### src/rtl/midi_msg_decoder.sv
// MIDI channel-voice message decoder: turns the UART receiver's byte stream into
// one-cycle decoded events, with running status, channel filtering and realtime pass-through.
module midi_msg_decoder #(
    parameter logic [3:0] DEFAULT_CH       = 4'd0,
    parameter bit         NOTEON_V0_IS_OFF = 1'b1
) (
    input  logic       CLOCK_25,
    input  logic       iRST_N,
    input  logic       byteready,
    input  logic [7:0] midibyte,
    input  logic       sys_real,
    input  logic [7:0] sys_real_dat,
    input  logic       omni,
    input  logic [3:0] midi_ch,
    output logic       evt_valid,
    output logic [2:0] evt_type,
    output logic [3:0] evt_chan,
    output logic [6:0] evt_d1,
    output logic [6:0] evt_d2,
    output logic       rt_valid,
    output logic [7:0] rt_byte,
    output logic [7:0] status_o
);

    typedef enum logic [1:0] {NO_STATUS, WAIT_D1, WAIT_D2, SYSEX} state_t;

    state_t     state;
    logic [2:0] br_sync;   // [1:0] synchroniser, [2] previous value for edge detect
    logic [2:0] sr_sync;
    logic       stb_q;
    logic [7:0] byte_q;
    logic [6:0] d1_q;
    logic [3:0] ch_q;

    logic       byte_stb;
    logic       rt_stb;
    logic       is_status;
    logic       is_data;
    logic       one_data;
    logic       msg_done;
    logic       accept;
    logic [6:0] d1_c;
    logic [6:0] d2_c;
    logic [2:0] type_c;

    assign byte_stb  = br_sync[1] & ~br_sync[2];
    assign rt_stb    = sr_sync[1] & ~sr_sync[2];
    assign is_status = byte_q[7] && (byte_q < 8'hF0);
    assign is_data   = ~byte_q[7];
    assign one_data  = (status_o[7:4] == 4'hC) || (status_o[7:4] == 4'hD);
    assign msg_done  = stb_q && is_data &&
                       (((state == WAIT_D1) && one_data) || (state == WAIT_D2));
    assign accept    = omni || (status_o[3:0] == ch_q);
    assign d1_c      = (state == WAIT_D2) ? d1_q : byte_q[6:0];
    assign d2_c      = (state == WAIT_D2) ? byte_q[6:0] : 7'd0;
    // status[6:4] runs 0..6 for 0x8_..0xE_, which is exactly the event type code
    assign type_c    = (NOTEON_V0_IS_OFF && (status_o[6:4] == 3'd1) && (d2_c == 7'd0))
                       ? 3'd0 : status_o[6:4];

    always_ff @(posedge CLOCK_25 or negedge iRST_N) begin
        if (!iRST_N) begin
            br_sync  <= '0;
            sr_sync  <= '0;
            stb_q    <= 1'b0;
            byte_q   <= '0;
            ch_q     <= DEFAULT_CH;
            rt_valid <= 1'b0;
            rt_byte  <= '0;
        end else begin
            br_sync  <= {br_sync[1:0], byteready};
            sr_sync  <= {sr_sync[1:0], sys_real};
            stb_q    <= byte_stb;
            ch_q     <= midi_ch;
            rt_valid <= rt_stb;
            if (byte_stb) byte_q <= midibyte;
            if (rt_stb)   rt_byte <= sys_real_dat;
        end
    end

    always_ff @(posedge CLOCK_25 or negedge iRST_N) begin
        if (!iRST_N) begin
            state     <= NO_STATUS;
            status_o  <= '0;
            d1_q      <= '0;
            evt_valid <= 1'b0;
            evt_type  <= '0;
            evt_chan  <= '0;
            evt_d1    <= '0;
            evt_d2    <= '0;
        end else begin
            evt_valid <= 1'b0;
            // realtime bytes arriving through midibyte never touch the parser
            if (stb_q && (byte_q < 8'hF8)) begin
                if (is_status) begin
                    status_o <= byte_q;
                    state    <= WAIT_D1;
                end else if (byte_q == 8'hF0) begin
                    status_o <= '0;
                    state    <= SYSEX;
                end else if (byte_q[7]) begin
                    status_o <= '0;
                    state    <= NO_STATUS;
                end else begin
                    case (state)
                        WAIT_D1: begin
                            d1_q <= byte_q[6:0];
                            if (!one_data) state <= WAIT_D2;
                        end
                        WAIT_D2: state <= WAIT_D1;
                        default: ;
                    endcase
                end
                if (msg_done && accept) begin
                    evt_valid <= 1'b1;
                    evt_type  <= type_c;
                    evt_chan  <= status_o[3:0];
                    evt_d1    <= d1_c;
                    evt_d2    <= d2_c;
                end
            end
        end
    end

endmodule
### config.mk
export PLATFORM = sky130hd
export DESIGN_NAME = midi_msg_decoder
export DESIGN_NICKNAME = d
export VERILOG_FILES = /design/src/rtl/midi_msg_decoder.sv
export SDC_FILE = /design/constraint.sdc
export NUM_CORES = 1
export LEC_CHECK = 0
export CAP_MARGIN = 10
export CORE_ASPECT_RATIO = 2
export CORE_MARGIN = 2
export CORE_UTILIZATION = 40
export DETAILED_ROUTE_END_ITERATION = 7
export GPL_ROUTABILITY_DRIVEN = 0
export MAX_ROUTING_LAYER = met4
export PLACE_DENSITY = 0.67
export SLEW_MARGIN = 20
export SYNTH_ARGS = -nofsm -noshare
export SYNTH_HDL_FRONTEND = slang
export SYNTH_SLANG_ARGS = --single-unit
export TNS_END_PERCENT = 20
### constraint.sdc
create_clock -name CLOCK_25 -period 5.3 [get_ports CLOCK_25]
set_input_delay 0.795 -clock CLOCK_25 [delete_from_list [all_inputs] [get_ports CLOCK_25]]
set_output_delay 0.795 -clock CLOCK_25 [all_outputs]
set_load 0.005 [all_outputs]
==> results.md <==
* CTS resizes at 0
* Reg2reg path depth at 6
* VDD IR max at roughly 0.27 mV
* Most frequent cells in the layout: 67 x dfrtp_1, 62 x clkdlybuf4s50_1, 45 x mux2_2
* Overall power at 0.00176 W
* HP Class: flip-flop to flip-flop
* Commonest non-fill, non-tap cell in the layout: dfrtp_1
* Critical Path RT at approximately 5.5 ns
* Row count at 42
* Status: finished, final reports clean
* ANT nets after route at 0
* Post-Synthesis Cells at around 190
* Worst slack, placed at around 2.5 ns
* Crit. End Element: flip-flop
* Final worst slack at between 2 and 3 ns
* Fraction of layout cells with a size suffix above 1 at 24.6%
* IO buf count at between 60 and 70
* Cts bufs inserted at 9
* Worst r2r dst: evt_d1[0]
* Count of cell types in the netlist at 28
* Fin crit share at about half
* CTS tree: built
* Worst hold endpoint: br_sync[1]
* WHS Path Cells at 0
* Routed len/inst at approximately 15 um
* Initial antenna violation count at 0
* WP buf/inv at 2
* H-tree lvl count at 3
* Final setup vio count at 0
* Critical path's top delay family: simple AND/OR/NAND/NOR gates
* Slew Viols, Final at 0
* Crit path cell chain: inv_1, ha_1, nor2_1, nor4b_4, buf_4, mux2_2
* Post-layout util at 55.6%
* Diodes inserted at 0
* EDFF count, synth at 0
* Mean Syn Cell Area at between 10 and 15 um^2
* Drt first pass iters at 4
* Power per Cell Area at just under 500 mW/mm^2
* Hold Path Origin: br_sync[0]
* Yosys reg bits at 67
* Syn. warnings at 0
* Die ar. at roughly 0.0074 mm^2
* Leakage at between 1.5 and 2 nW
* Chip Width at slightly above 60 um
* Clk_skew at ~0.0087 ns
* Routed Wire Length at 5290 um
* CTS Hold Bufs at 0
* Least-Margin Pin Slew at just under 1 ns
* Fmax at approximately 0.38 GHz
* Slew HR at between 30% and 40%
* Post-DR vias/cell at just under 5
* CP max stage cell: ha_1
* Area grow syn2layout at 35.9%
* Hold Vio Cnt, Final at 0
* Syn_nets at around 220
* Pin count of the biggest net entering global routing at about 70
* Die Ht at about 120 um
* I/O pin count at 64
* Cell area after synthesis at 0.00269 mm^2
* Setup Crit Path Kind: flip-flop to flip-flop
* Unrepaired setup endpoints after global routing: false
* Starting Density at between 40% and 50%
* Final HPWL DP at ~3700 um
* Setup_tns at 0 ns
* Final Non-Filler Cells at ~350
* Clk_lat worst skew at ~0.33 ns
* DR DRC count at 0
* Crit start category: flip-flop
* Clock Tree Buf Depth at 2
* Vias after detailed routing at 1700
* Slowest stage delay, CP at 0.58 ns
* Total Routing Usage GR at about 17%
* Worst EP arrival at 2.84 ns
* Setup bufs post-CTS at 0
* R2r setup slk at ~2.7 ns
* Final Critical Period at roughly 2.6 ns
* CP Max Fanout at 17
* Number of global-route vias before repair at approximately 1800
* Placed cell count at 337
* Sequential area share after synthesis at just over 60%
* Core area at around 0.0066 mm^2
* Clock slew at reported path FFs at approximately 0.05 ns
* Synth Flop Type: dfrtp_1
* Number of max-cap violations at 0
* DRT iter0 DRCs at 33
* CTS Root Cell: clkbuf_16
* Ys async rst share at 100%
* Total Nets Final at ~290
* GR Overflow Total at 0
* Clk sinks at 67
* Beginning of the worst register-to-register path: state[0]
* First-pass GRT wire length at 8810 um
layer usage:
| layer | global-route usage [%] | vias to the layer above | wire (um) |
|---|---|---|---|
| li1 | - | 799 | - |
| met5 | - | - | 0 |
| met3 | 4.85 | 12 | 167 |
| met1 | 20.7 | 850 | 2120 |
| met4 | 7.58 | 0 | 142 |
| met2 | 25.5 | 39 | 2870 |
how the worst max path moves through the flow:
stage                   from           to  slack, ns  depth (start not counted)
floorplan           state[0]  evt_chan[3]       3.40                          7
global placement        omni    evt_d1[3]       2.49                          5
detailed placement      omni    evt_d1[1]       2.47                          5
CTS                 state[0]    evt_d1[0]       2.61                          6
global route        state[0]    evt_d1[1]       2.44                          6
finish              state[0]    evt_d1[0]       2.67                          6
state kept, by name, indices dropped and copies added, names as in the netlist:
name and flops:
rt_byte 8, evt_d1 7, stb_q 1, status_o 8, evt_d2 7, sr_sync 3, d1_q 7, evt_chan 4
ch_q 4, br_sync 3, rt_valid 1, state 2, evt_valid 1, evt_type 3, byte_q 8
worst register-to-register path, stage by stage, from the launching register on:
cell,delay [ns]
dfrtp_1,0.40
inv_1,0.06
ha_1,0.58
nor2_1,0.18
nor4b_4,0.57
buf_4,0.35
mux2_2,0.37
synth_stat cells, drive strengths merged (2+ instances only):
master | n | share of area, %
dfrtp | 67 | 62
mux2 | 45 | 19
nand2 | 21 | 2.9
inv | 9 | 1.3
mux2i | 8 | 3.0
o21ai | 6 | 1.1
clkbuf | 5 | 0.70
nor2 | 4 | 0.56
xnor2 | 4 | 1.3
buf | 3 | 1.0
a21oi | 2 | 0.37
ha | 2 | 0.93
nor2b | 2 | 0.47
layout make-up:
| type | count | area, um^2 |
|---|---|---|
| clock inverter | 3 | 15.0 |
| inverter | 9 | 33.8 |
| sequential | 67 | 1680 |
| clock buffer | 12 | 246 |
| tap | 88 | 110 |
| timing repair buffer | 65 | 641 |
| fill | 574 | 2920 |
| multi-input combinational | 108 | 931 |
power breakdown:
group          internal, W  switching (W)  leakage, nW
clock             0.000323       0.000195        0.132
sequential        0.000654       0.000106        0.818
combinational     0.000318       0.000160        0.622
total              0.00130       0.000460         1.57
cells by family after synthesis:
kind of cell	count (synthesis)	share of synthesized area, %
flops	67	62.4
mux	53	21.8
simple gates	34	6.70
buf+inv	17	2.98
compound gates	15	3.86
xor+xnor	4	1.30
fa+ha+maj	2	0.931
per-stage QoR:
stage	hold slack, ns	area (um^2)
floorplan	0.331	2690
global placement	0.336	3390
detailed placement	0.336	3390
CTS	0.348	3650
global route	0.361	3650
finish	0.345	3650
No activity file was read; power rests on OpenSTA's default activity.
